$ cat config.mk
export PLATFORM = sky130hd
export DESIGN_NAME = uart_tx_frame
export DESIGN_NICKNAME = d
export VERILOG_FILES = /design/src/rtl/uart_tx_frame.sv
export SDC_FILE = /design/constraint.sdc
export NUM_CORES = 1
export LEC_CHECK = 0
export BUFFER_PORTS_ARGS = -buffer_cell sky130_fd_sc_hd__buf_2
export CAP_MARGIN = 20
export CORE_MARGIN = 4
export CORE_UTILIZATION = 64
export CTS_CLUSTER_DIAMETER = 150
export CTS_CLUSTER_SIZE = 16
export DETAILED_ROUTE_END_ITERATION = 10
export GPL_ROUTABILITY_DRIVEN = 0
export PLACE_DENSITY = 0.86
export SYNTH_ARGS = -nofsm -noshare
export SYNTH_HDL_FRONTEND = slang
export SYNTH_SLANG_ARGS = --single-unit
$ cat constraint.sdc
create_clock -name clk -period 7.9 [get_ports clk]
set_clock_uncertainty 0.15 [all_clocks]
set_input_delay 0.395 -clock clk [delete_from_list [all_inputs] [get_ports clk]]
set_output_delay 0.395 -clock clk [all_outputs]
set_load 0.02 [all_outputs]
$ cat src/rtl/uart_tx_frame.sv
`default_nettype none
// ============================================================================
// Module   : uart_tx_frame
// Purpose  : UART transmitter. Accepts a parallel word on a one-cycle strobe
//            and shifts it out as start bit, LSB-first data, optional parity
//            and stop bit. Every bit lasts baud_div clock cycles (0 acts as 1).
// Ports    : clk        - system clock, rising edge
//            rst        - asynchronous active-low reset
//            p_data     - parallel data word to send
//            data_valid - request strobe, honoured only while idle
//            par_en     - 1 inserts a parity bit after the data bits
//            par_typ    - 0 even parity, 1 odd parity
//            baud_div   - clock cycles per bit
//            tx_out     - registered serial line, idles high
//            busy       - registered, high while a frame is in progress
//            done       - registered one-cycle pulse after the stop bit
// Revision : 1.0 - initial release
// ============================================================================
module uart_tx_frame #(
  parameter int DATA_WIDTH = 8,
  parameter int DIV_WIDTH  = 16
) (
  input  logic                  clk,
  input  logic                  rst,
  input  logic [DATA_WIDTH-1:0] p_data,
  input  logic                  data_valid,
  input  logic                  par_en,
  input  logic                  par_typ,
  input  logic [DIV_WIDTH-1:0]  baud_div,
  output logic                  tx_out,
  output logic                  busy,
  output logic                  done
);

  localparam int                  c_idx_w    = (DATA_WIDTH > 1) ? $clog2(DATA_WIDTH) : 1;
  localparam logic [c_idx_w-1:0]  c_idx_one  = {{(c_idx_w-1){1'b0}}, 1'b1};
  localparam logic [c_idx_w-1:0]  c_idx_last = c_idx_w'(DATA_WIDTH - 1);
  localparam logic [DIV_WIDTH-1:0] c_div_one = {{(DIV_WIDTH-1){1'b0}}, 1'b1};

  typedef enum logic [2:0] {
    S_IDLE   = 3'd0,
    S_START  = 3'd1,
    S_DATA   = 3'd2,
    S_PARITY = 3'd3,
    S_STOP   = 3'd4
  } state_t;

  state_t                 r_state;
  state_t                 w_state_next;
  logic [DIV_WIDTH-1:0]   r_baud_cnt;
  logic [DIV_WIDTH-1:0]   w_cnt_next;
  logic [c_idx_w-1:0]     r_bit_idx;
  logic [c_idx_w-1:0]     w_idx_next;
  logic [DATA_WIDTH-1:0]  r_data;
  logic                   r_par_en;
  logic                   r_par_bit;
  logic [DIV_WIDTH-1:0]   r_div;
  logic                   r_tx;
  logic                   r_busy;
  logic                   r_done;
  logic                   w_accept;
  logic                   w_bit_end;
  logic                   w_tx_next;
  logic                   w_busy_next;
  logic                   w_done_next;
  logic [DIV_WIDTH-1:0]   w_div_eff;

  assign w_accept  = (r_state == S_IDLE) && data_valid;
  assign w_div_eff = (baud_div == '0) ? c_div_one : baud_div;
  // Last cycle of the current bit period; r_div is never 0 once a frame runs.
  assign w_bit_end = (r_baud_cnt == (r_div - c_div_one));

  always_comb begin
    w_state_next = r_state;
    w_cnt_next   = r_baud_cnt;
    w_idx_next   = r_bit_idx;
    w_done_next  = 1'b0;
    case (r_state)
      S_IDLE: begin
        if (data_valid) begin
          w_state_next = S_START;
          w_cnt_next   = '0;
          w_idx_next   = '0;
        end
      end
      default: begin
        if (w_bit_end) begin
          w_cnt_next = '0;
          case (r_state)
            S_START: begin
              w_state_next = S_DATA;
              w_idx_next   = '0;
            end
            S_DATA: begin
              if (r_bit_idx == c_idx_last) begin
                w_state_next = r_par_en ? S_PARITY : S_STOP;
              end else begin
                w_idx_next = r_bit_idx + c_idx_one;
              end
            end
            S_PARITY: w_state_next = S_STOP;
            S_STOP: begin
              w_state_next = S_IDLE;
              w_done_next  = 1'b1;
            end
            default:  w_state_next = S_IDLE;
          endcase
        end else begin
          w_cnt_next = r_baud_cnt + c_div_one;
        end
      end
    endcase
  end

  // Line level is derived from the next state so tx_out changes on the same
  // edge as the state register and stays a pure flop output.
  always_comb begin
    w_tx_next = 1'b1;
    case (w_state_next)
      S_START:  w_tx_next = 1'b0;
      S_DATA:   w_tx_next = r_data[w_idx_next];
      S_PARITY: w_tx_next = r_par_bit;
      default:  w_tx_next = 1'b1;
    endcase
  end

  assign w_busy_next = (w_state_next != S_IDLE);

  always_ff @(posedge clk or negedge rst) begin
    if (!rst) begin
      r_state    <= S_IDLE;
      r_baud_cnt <= '0;
      r_bit_idx  <= '0;
      r_data     <= '0;
      r_par_en   <= 1'b0;
      r_par_bit  <= 1'b0;
      r_div      <= '0;
      r_tx       <= 1'b1;
      r_busy     <= 1'b0;
      r_done     <= 1'b0;
    end else begin
      r_state    <= w_state_next;
      r_baud_cnt <= w_cnt_next;
      r_bit_idx  <= w_idx_next;
      r_tx       <= w_tx_next;
      r_busy     <= w_busy_next;
      r_done     <= w_done_next;
      if (w_accept) begin
        r_data    <= p_data;
        r_par_en  <= par_en;
        r_par_bit <= (^p_data) ^ par_typ;
        r_div     <= w_div_eff;
      end
    end
  end

  assign tx_out = r_tx;
  assign busy   = r_busy;
  assign done   = r_done;

endmodule
`default_nettype wire

==> flow_summary.yaml, run 1 <==
routing:
  via_per_inst: 6.63
  wl_mm: 7.06
  dr.pass1.iters: 6
  dr.first_iter.drc_count: 295
  post-route-drc-count: 0
  ant_nets: 0
  wl_per_cell_um: 17.2
  dr_total_vias: 2717
placement:
  port_buffers: 31
  dp_hpwl_mm: 5.12
clocking:
  clock_latency_ns: 0.30
  cts_root_buf: "clkbuf_8"
  cts-buffers-inserted: 5
  clkSinkCount: 51
  postCtsSetupRepairBufs: 0
  htreeDepth: 2
  hold_buffers: 0
  cts.clk_slew.worst_paths_ns: 0.09
  ctsResizeCount: 0
  clk_path_buf_depth: 2
  cts_tree: "yes"
worst_setup_path:
  cp-startpoint: "r_div[0]$_DFFE_PN0P_"
  worstSetupStartpointType: "flip-flop"
  path_cells: "inv_1, ha_1, nor4b_1, a31oi_1, o32ai_1, a31oi_1, nor4_1, buf_4, o21ai_1, a211o_1, mux4_2, nor2_1, o31ai_2"
  cp_slowest_cell: "nor4b_1"
  worstSetupPathType: "reg2reg"
  arrival_ns: 4.13
  crit_path_max_fanout: 11
  critPathRequiredTime_ns: 7.98
  rrSetupSlack_ns: 3.85
  cp_slowest_stage_delay_ns: 0.77
  cp_num_buf_inv: 2
  r2r_start: "r_div[0]$_DFFE_PN0P_"
  rr_worst_depth: 13
  cp_top_family: "simple AND/OR/NAND/NOR gates"
  cp_common_cell: "a31oi_1"
  reg2reg_to: "tx_out$_DFF_PN1_"
  end_kind: "flip-flop"
flow_run:
  drv_cap: 0
timing:
  rsz0062_at_grt: "false"
  period_needed_ns: 4.05
  fmax_mhz: 247
  finalHoldViolations: 0
  slew_viol_final: 0
  slew_headroom: 0.368
  worst_pin_slew_ns: 0.934
  finalSetupTns_ns: 0
  period_share: 0.513
  setup_violations: 0
synthesis:
  synth_seq_area_share: 0.414
  yosys.area_share.simple: 0.219
  yosys.cell_types.count: 57
  synth_enable_flop_cells: 0
  synth_mux_area_frac: 0.104
  synth_nets: 356
  ys_ff_latch: 51
  synth_compound_area_frac: 0.155
  synthXorXnorAreaFrac: 0.0730
  synth-adder-area-share: 0.0122
  async_flop_share: 1.00
  ys_warn_count: 0
  synth_top_family_by_area: "simple AND/OR/NAND/NOR gates"
  synthCells: 324
  syn_area_per_cell_um2: 9.52
  synth_ff_type: "dfrtp_1"
  syn_area_mm2: 0.00308
worst_hold_path:
  min_to: "r_div[5]$_DFFE_PN0P_"
  hp-class: "in2reg"
  min_path_cells: 3
  hp-start: "baud_div[5]"
final_layout:
  final_common_cell: "dfrtp_1"
  drive_gt1_frac: 0.221
  diodes: 0
  syn_to_final_growth_pct: 11.4
  layout.nets: 389
  mostFrequentLayoutCells: "50 x dfrtp_1, 32 x o21ai_0, 31 x buf_2"
die:
  pin_count: 32
  core_mm2: 0.00450
  die_w_um: 77.4
  fp.dieH_um: 77.4
  dieArea_mm2: 0.00599
  initial_core_util: 0.685
  num_rows: 24
global_routing:
  grt_util_all_layers: 0.243
  grt_antenna_before_repair: 0
  grt_max_degree: 52
  first_global_vias: 2518
  grt_overflow: 0
  grt_pass1_wl_mm: 11.9
power_and_ir_drop:
  p_clk_frac: 0.399
  power_mw: 0.474
  ir_worst_vdd_uv: 114
  p_int_mw: 0.375
  power.density_mw_per_mm2: 138
  power_frac_comb: 0.051
  switching_share: 0.209
  power_frac_seq: 0.550
  p_leak_nw: 1.52
  power_switching_mw: 0.0991
outcome:
  status: "finished clean"
==> through the flow <==
step                      area (µm²)   util  setup slack [ns]  instances  hold slack [ns]
after detailed placement        3290  0.730              3.96        400            0.345
after global routing            3440  0.763              3.59        410            0.174
final                           3440  0.763              3.85        410            0.163
after floorplan                 3080      -              4.16        324          -0.0506
after global placement          3290  0.730              4.13        400            0.347
after CTS                       3410  0.756              3.91        408            0.162
==> synth_stat cells (3+ instances only) <==
library cell / number / area [µm²]
dfrtp_1: 50 / 1250
nand4_1: 4 / 25.0
inv_1: 8 / 30.0
or4_4: 3 / 33.8
o21bai_1: 3 / 22.5
o31ai_1: 3 / 22.5
mux2i_1: 4 / 40.0
xnor2_1: 17 / 149
or2_2: 3 / 18.8
nand3_1: 10 / 50.1
ha_1: 3 / 37.5
and3_1: 12 / 75.1
nand2_1: 26 / 97.6
nor2b_1: 5 / 31.3
nand2b_1: 3 / 18.8
o21ai_0: 32 / 160
or4_1: 3 / 22.5
xor2_1: 6 / 52.6
a21oi_1: 6 / 30.0
nor3b_1: 3 / 22.5
nor4_1: 7 / 43.8
mux2_2: 23 / 259
o21ai_1: 3 / 15.0
o22ai_1: 3 / 18.8
nor2_1: 27 / 101
or3_1: 3 / 18.8
a31oi_1: 4 / 25.0
clkbuf_1: 8 / 30.0
nor3_1: 7 / 35.0
==> kinds of logic after synthesis <==
logic type	count (synthesis)
compound gates	74
buf+inv	18
xor+xnor	24
mux	28
simple gates	126
flops	51
fa+ha+maj	3
==> worst max path at each step <==
stage	depth (start not counted)	to
final	13	tx_out$_DFF_PN1_
after global placement	10	tx_out$_DFF_PN1_
after CTS	13	tx_out$_DFF_PN1_
after detailed placement	13	tx_out$_DFF_PN1_
after floorplan	14	tx_out$_DFF_PN1_
after global routing	13	tx_out$_DFF_PN1_
==> state kept, by name (all words and copies together), names as in the netlist <==
register	flops
r_par_bit	1
busy	1
tx_out	1
done	1
r_par_en	1
r_div	16
r_baud_cnt	16
r_bit_idx	3
r_data	8
r_state	3
==> worst register-to-register path: cells and delay by family (launching register included) <==
| kind | cells | cell delay [ns] |
|---|---|---|
| and+or+nand+nor | 3 | 1.24 |
| AOI/OAI and AO/OA | 6 | 1.22 |
| DFF | 1 | 0.47 |
| muxes | 1 | 0.42 |
| buffers and inverters | 2 | 0.32 |
| adders and majority gates | 1 | 0.17 |
==> metal layers <==
metal	global-route usage	share of wire	up-vias
met5	0	0	-
met3	0.0370	0.063	21
li1	-	-	1252
met1	0.348	0.43	1317
met2	0.385	0.49	127
met4	0.0712	0.018	0
==> layout make-up <==
cell class	count	area (µm²)
Inverter	8	30.0
Fill cell	291	1070
Clock inverter	2	35.0
Clock buffer	6	82.6
Timing Repair Buffer	36	208
Tap cell	52	65.1
Multi-Input combinational cell	255	1740
Sequential cell	51	1280
==> power by group through the flow <==
stage | registers, mW | logic [mW] | clock network, mW
6_report | 0.261 | 0.0243 | 0.189
5_1_grt | 0.261 | 0.0277 | 0.203
4_1_cts | 0.261 | 0.0231 | 0.190
3_5_place_dp | 0.266 | 0.0230 | 0
3_3_place_gp | 0.266 | 0.0222 | 0
2_1_floorplan | 0.266 | 0.00804 | 0
No activity file was read; power rests on OpenSTA's default activity.
==> run 2: changes to the inputs <==
--- a/config.mk
+++ b/config.mk
@@ -5,15 +5,16 @@
 export SDC_FILE = /design/constraint.sdc
 export NUM_CORES = 1
 export LEC_CHECK = 0
+export ABC_AREA = 1
 export BUFFER_PORTS_ARGS = -buffer_cell sky130_fd_sc_hd__buf_2
 export CAP_MARGIN = 20
 export CORE_MARGIN = 4
-export CORE_UTILIZATION = 64
+export CORE_UTILIZATION = 60
 export CTS_CLUSTER_DIAMETER = 150
 export CTS_CLUSTER_SIZE = 16
 export DETAILED_ROUTE_END_ITERATION = 10
 export GPL_ROUTABILITY_DRIVEN = 0
-export PLACE_DENSITY = 0.86
+export PLACE_DENSITY = 0.81
 export SYNTH_ARGS = -nofsm -noshare
 export SYNTH_HDL_FRONTEND = slang
 export SYNTH_SLANG_ARGS = --single-unit
==> constraint.sdc (replaced) <==
create_clock -name clk -period 3.9 [get_ports clk]
set_clock_uncertainty 0.15 [all_clocks]
set_input_delay 0.195 -clock clk [delete_from_list [all_inputs] [get_ports clk]]
set_output_delay 0.195 -clock clk [all_outputs]
set_load 0.02 [all_outputs]
==> flow_summary.yaml, run 2 <==
outcome:
  status: "finished clean"
worst_setup_path:
  end_kind: "flip-flop"
  crit_path_max_fanout: 15
  critPathRequiredTime_ns: 3.96
  rrSetupSlack_ns: 1.18
  rr_worst_depth: 15
  worstSetupStartpointType: "flip-flop"
  worstSetupPathType: "reg2reg"
  arrival_ns: 2.78
timing:
  slew_viol_final: 0
  slew_headroom: 0.579
  setup_violations: 0
  finalSetupTns_ns: 0
  fmax_mhz: 367
  period_share: 0.698
  finalHoldViolations: 0
  worst_pin_slew_ns: 0.631
  rsz0062_at_grt: "false"
  period_needed_ns: 2.72
clocking:
  cts_root_buf: "clkbuf_8"
  cts.clk_slew.worst_paths_ns: 0.10
  ctsResizeCount: 0
  clkSinkCount: 51
  htreeDepth: 2
  cts-buffers-inserted: 5
  cts_tree: "yes"
  clk_path_buf_depth: 2
  clock_latency_ns: 0.31
routing:
  dr.pass1.iters: 5
  dr.first_iter.drc_count: 271
  wl_met1_mm: 3.81
  routed.top_layer: "met4"
  dr_total_vias: 3155
  wl_mm: 8.27
  post-route-drc-count: 0
  via_per_inst: 5.44
  wl_per_cell_um: 14.3
  dr_wl_met3_um: 524
  ant_nets: 0
  wl_met2_mm: 3.80
die:
  dieArea_mm2: 0.00674
  core_mm2: 0.00520
  die_w_um: 82.1
  fp.dieH_um: 82.1
  initial_core_util: 0.632
  pin_count: 32
  num_rows: 26
synthesis:
  ys_top_cells_by_area: "dfrtp_1 38%, nand2_1 16%, xor2_1 6.1%, inv_1 5.9%, nand3_1 5.5%"
  synth_enable_flop_cells: 0
  ys_warn_count: 0
  synth.most_common_cell: "nand2_1"
  syn_area_per_cell_um2: 7.30
  synth_nets: 483
  synth_seq_area_share: 0.388
  synth_area_leader_cell: "dfrtp_1"
  syn_area_mm2: 0.00329
  synth_common_cells: "137 x nand2_1, 52 x inv_1, 50 x dfrtp_1, 41 x nor2_1, 36 x nand3_1"
  synth_ff_type: "dfrtp_1"
  ys_ff_latch: 51
  synth_top_area_frac: 0.380
  async_flop_share: 1.00
  yosys.cell_types.count: 35
  synthCells: 451
placement:
  port_buffers: 31
  dpl_cell_area_mm2: 0.00352
  dp_hpwl_mm: 5.66
power_and_ir_drop:
  p_leak_nw: 1.89
  ir_worst_vdd_uv: 388
  power.density_mw_per_mm2: 681
final_layout:
  syn_to_final_growth_pct: 18.2
  reg_top3: "r_baud_cnt: 16 flops, r_div: 16 flops, r_data: 8 flops"
  mostFrequentLayoutCells: "137 x nand2_1, 52 x inv_1, 50 x dfrtp_1"
  layout.nets: 541
  postLayoutCellArea_mm2: 0.00389
  n_fill_cell: 381
  drive_gt1_frac: 0.116
  diodes: 0
  final_common_cell: "nand2_1"
global_routing:
  grt_antenna_before_repair: 0
  grt_overflow: 0
  first_global_vias: 3111
  grt_pass1_wl_mm: 14.3
  grt_max_degree: 52
  grt_util_all_layers: 0.277
flow_run:
  drv_cap: 0
worst_hold_path:
  min_path_cells: 3
  hp-class: "in2reg"
run 2: cell types whose count changed in the layout (fill, tap and decap cells not counted), moves of 12 or more:
cell	delta
nand2_1	+111
inv_1	+44
nand3_1	+26
dlygate4sd3_1	+24
mux2_2	-23
xor2_1	+17
nor2_1	+14
o22ai_1	+12
run 2: path summary, 6_finish.rpt:
kind,end,from
worst max-delay path,r_baud_cnt[15]$_DFFE_PN0P_,r_div[0]$_DFFE_PN0P_
worst min-delay path,r_div[0]$_DFFE_PN0P_,baud_div[0]
worst max register to register,r_baud_cnt[15]$_DFFE_PN0P_,r_div[0]$_DFFE_PN0P_
worst min register to register,r_data[2]$_DFFE_PN0P_,r_data[2]$_DFFE_PN0P_
max in group asynchronous,r_bit_idx[2]$_DFF_PN0_,rst
min in group asynchronous,r_baud_cnt[5]$_DFFE_PN0P_,rst
run 2: critical path: stages (launching register included):
cell and delay [ns]:
dfrtp_1 0.40, inv_1 0.13, ha_1 0.21, nand2_1 0.17
nor2_4 0.21, nand2_1 0.08, nand2_1 0.06, nand2_1 0.07
nor2_1 0.10, o21ai_0 0.08, a21oi_1 0.13, nand4_1 0.13
nand2_1 0.48, a21oi_1 0.07, o21ai_0 0.10, nand2_1 0.07
run 2: stage by stage:
| stage | util | instances | hold WS [ns] | power (mW) | setup slack (ns) |
|---|---|---|---|---|---|
| finish | 0.747 | 580 | 0.0648 | 2.65 | 1.18 |
| global route | 0.747 | 580 | 0.124 | 2.89 | 0.881 |
| CTS | 0.747 | 580 | 0.0538 | 2.62 | 1.21 |
| detailed placement | 0.676 | 547 | 0.199 | 2.20 | 1.24 |
| global placement | 0.676 | 547 | 0.191 | 2.17 | 1.33 |
| floorplan | - | 451 | -0.251 | 1.91 | 1.59 |
run 2: cell type report:
| class | count | area (µm²) | share of cell area |
|---|---|---|---|
| clock inverter | 2 | 38.8 | 0.00997 |
| tap | 70 | 87.6 | 0.0225 |
| sequential | 51 | 1280 | 0.328 |
| inverter | 53 | 199 | 0.0511 |
| multi-input combinational | 341 | 1790 | 0.461 |
| clock buffer | 6 | 82.6 | 0.0212 |
| timing repair buffer | 57 | 413 | 0.106 |
run 2: logic make-up (layout without fill, tap and decap cells):
group           after synthesis  count (layout)  synth area share
compound gates               51              51            0.0954
xor+xnor                     37              37            0.0984
fa+ha+maj                     3               3            0.0114
buf+inv                      59             118            0.0677
flops                        51              51             0.388
simple gates                250             250             0.339
run 2: where the power goes:
part           switching, mW  total (mW)  internal [mW]
Clock                  0.189       0.401          0.211
Sequential             0.224       0.966          0.742
Combinational          0.789        1.28          0.494
Total                   1.20        2.65           1.45
run 2: what timing repair did:
item,CTS,global route
buffers inserted,0,0
endpoints found under the hold margin,74,0
hold buffers,25,0
run 2: routing by layer:
metal  GRT usage  vias to the layer above
met3      0.0417                       13
met1       0.388                     1465
met2       0.443                      109
met5           0                        -
li1            -                     1568
met4      0.0864                        0
==> run 3: changes to the inputs <==
--- a/config.mk
+++ b/config.mk
@@ -9,12 +9,12 @@
 export BUFFER_PORTS_ARGS = -buffer_cell sky130_fd_sc_hd__buf_2
 export CAP_MARGIN = 20
 export CORE_MARGIN = 4
-export CORE_UTILIZATION = 60
+export CORE_UTILIZATION = 54
 export CTS_CLUSTER_DIAMETER = 150
 export CTS_CLUSTER_SIZE = 16
 export DETAILED_ROUTE_END_ITERATION = 10
 export GPL_ROUTABILITY_DRIVEN = 0
-export PLACE_DENSITY = 0.81
+export PLACE_DENSITY = 0.77
 export SYNTH_ARGS = -nofsm -noshare
 export SYNTH_HDL_FRONTEND = slang
 export SYNTH_SLANG_ARGS = --single-unit
==> constraint.sdc (replaced) <==
create_clock -name clk -period 2.3 [get_ports clk]
set_clock_uncertainty 0.15 [all_clocks]
set_input_delay 0.115 -clock clk [delete_from_list [all_inputs] [get_ports clk]]
set_output_delay 0.115 -clock clk [all_outputs]
set_load 0.02 [all_outputs]
==> flow_summary.yaml, run 3 (synthesis results as in run 2) <==
outcome:
  status: "finished with violations"
  failed_checks: "setup timing"
routing:
  ant_nets: 0
  via_per_inst: 5.59
  dr_total_vias: 3567
  dr.pass1.iters: 6
  wl_mm: 10.1
  wl_per_cell_um: 15.9
  dr.first_iter.drc_count: 428
  post-route-drc-count: 0
clocking:
  htreeDepth: 2
  clk_path_buf_depth: 2
  cts-buffers-inserted: 5
  cts_tree: "yes"
  clkSinkCount: 51
  clock_latency_ns: 0.32
  cts_root_buf: "clkbuf_8"
  cts.clk_slew.worst_paths_ns: 0.11
final_layout:
  layout.nets: 594
  final_common_cell: "nand2_1"
  mostFrequentLayoutCells: "132 x nand2_1, 49 x dfrtp_1, 47 x inv_1"
  postLayoutCellArea_mm2: 0.00440
  syn_to_final_growth_pct: 33.8
  drive_gt1_frac: 0.236
  n_fill_cell: 419
  diodes: 0
  reg_top3: "r_baud_cnt: 16 flops, r_div: 16 flops, r_data: 8 flops"
die:
  initial_core_util: 0.556
  fp.dieH_um: 86.1
  num_rows: 28
  die_w_um: 86.1
  core_mm2: 0.00592
  dieArea_mm2: 0.00741
  pin_count: 32
global_routing:
  grt_antenna_before_repair: 0
  grt_max_degree: 30
  grt_util_all_layers: 0.284
  grt_pass1_wl_mm: 16.7
  first_global_vias: 3535
  grt_overflow: 0
worst_setup_path:
  cp_num_buf_inv: 2
  crit_path_max_fanout: 6
  worstSetupStartpointType: "flip-flop"
  worstSetupPathType: "reg2reg"
  cp_top_family: "simple AND/OR/NAND/NOR gates"
  cp_slowest_cell: "dfrtp_2"
  cp_slowest_stage_delay_ns: 0.46
  critPathRequiredTime_ns: 2.41
  end_kind: "flip-flop"
  path_cells: "buf_6, nor2_4, nand2_2, nor2_4, buf_4, xor2_1, nor2_1, nand2_2, nor2_4, nand2_4, nand2_2, nand3_4, nand2_4, nand2_1, nand3_1, nand3_1, nand3_1, nand2_1"
  arrival_ns: 2.67
placement:
  dpl_cell_area_mm2: 0.00383
  dp_hpwl_mm: 6.45
  port_buffers: 31
power_and_ir_drop:
  power.density_mw_per_mm2: 1160
  p_leak_nw: 2.15
  ir_worst_vdd_uv: 599
timing:
  rsz0062_at_grt: "true"
  finalHoldViolations: 0
  fmax_mhz: 390
  setup_violations: 21
  slew_viol_final: 0
  period_share: 1.11
  period_needed_ns: 2.56
  worst_pin_slew_ns: 0.482
  fin_ws_ns: -0.264
  finalSetupTns_ns: -2.58
  slew_headroom: 0.676
worst_hold_path:
  hp-class: "in2reg"
flow_run:
  drv_cap: 0
-- run 3: cell types whose count changed in the layout (fill, tap and decap cells not counted), moves of 4 or more --
cell and change:
inv_1 -5, nor2_1 -4, inv_2 +5, buf_6 +7, nand2_1 -5, o21ai_0 -5, buf_4 +44
-- run 3: what timing repair did --
item | CTS | global route
pin swaps | 12 | 4
resized for setup | 29 | 13
hold buffers | 26 | 0
hold endpoints to repair | 52 | 0
endpoints found under the setup margin | 20 | 25
setup buffers | 9 | 1
cloned | 1 | 0
-- run 3: path summary, 6_finish.rpt --
kind | from | endpoint | slack, ns | cells after the start
worst max-delay path | r_div[5]$_DFFE_PN0P_ | tx_out$_DFF_PN1_ | -0.26 | 18
min in group asynchronous | rst | r_bit_idx[2]$_DFF_PN0_ | 0.12 | 2
worst max register to register | r_div[5]$_DFFE_PN0P_ | tx_out$_DFF_PN1_ | -0.26 | 18
worst min-delay path | data_valid | r_bit_idx[1]$_DFF_PN0_ | 0.06 | 3
max in group asynchronous | rst | r_div[5]$_DFFE_PN0P_ | 1.24 | 3
worst min register to register | r_data[2]$_DFFE_PN0P_ | r_data[2]$_DFFE_PN0P_ | 0.37 | 2
-- run 3: worst register-to-register path: cells and delay by family, from the launching register on --
kind                   cells  cell delay [ns]
AND/OR/NAND/NOR           15             1.56
buffers and inverters      2             0.27
XOR/XNOR                   1             0.08
flip-flops                 1             0.46
-- run 3: cell type report --
| type | instances | area (µm²) | area share |
|---|---|---|---|
| clock inverter | 3 | 22.5 | 0.00511 |
| sequential | 51 | 1280 | 0.290 |
| tap | 75 | 93.8 | 0.0213 |
| clock buffer | 5 | 68.8 | 0.0156 |
| inverter | 53 | 199 | 0.0452 |
| multi-input combinational | 342 | 1910 | 0.434 |
| timing repair buffer | 109 | 832 | 0.189 |
-- run 3: power by group --
group | switching [mW] | total [mW] | internal (mW)
clock | 0.338 | 0.559 | 0.221
sequential | 0.355 | 1.61 | 1.26
combinational | 1.66 | 2.93 | 1.27
-- run 3: per-layer routing --
layer  track usage  vias up  wire (µm)
li1              -     1677          -
met1         0.345     1655       4010
met2         0.497      179       5060
met3        0.0423       56        595
met4         0.122        0        452
met5             0        -          0
-- run 3: metrics by stage --
stage	instances	util	hold slack [ns]	total power, mW	setup WS, ns
2_1_floorplan	451	-	-0.331	3.25	0.0137
3_3_place_gp	593	0.648	-0.0719	4.04	-0.189
3_5_place_dp	593	0.648	-0.0677	4.13	-0.255
4_1_cts	637	0.736	0.0510	4.93	-0.142
5_1_grt	638	0.744	0.0841	5.47	-0.372
6_report	638	0.744	0.0561	5.10	-0.264
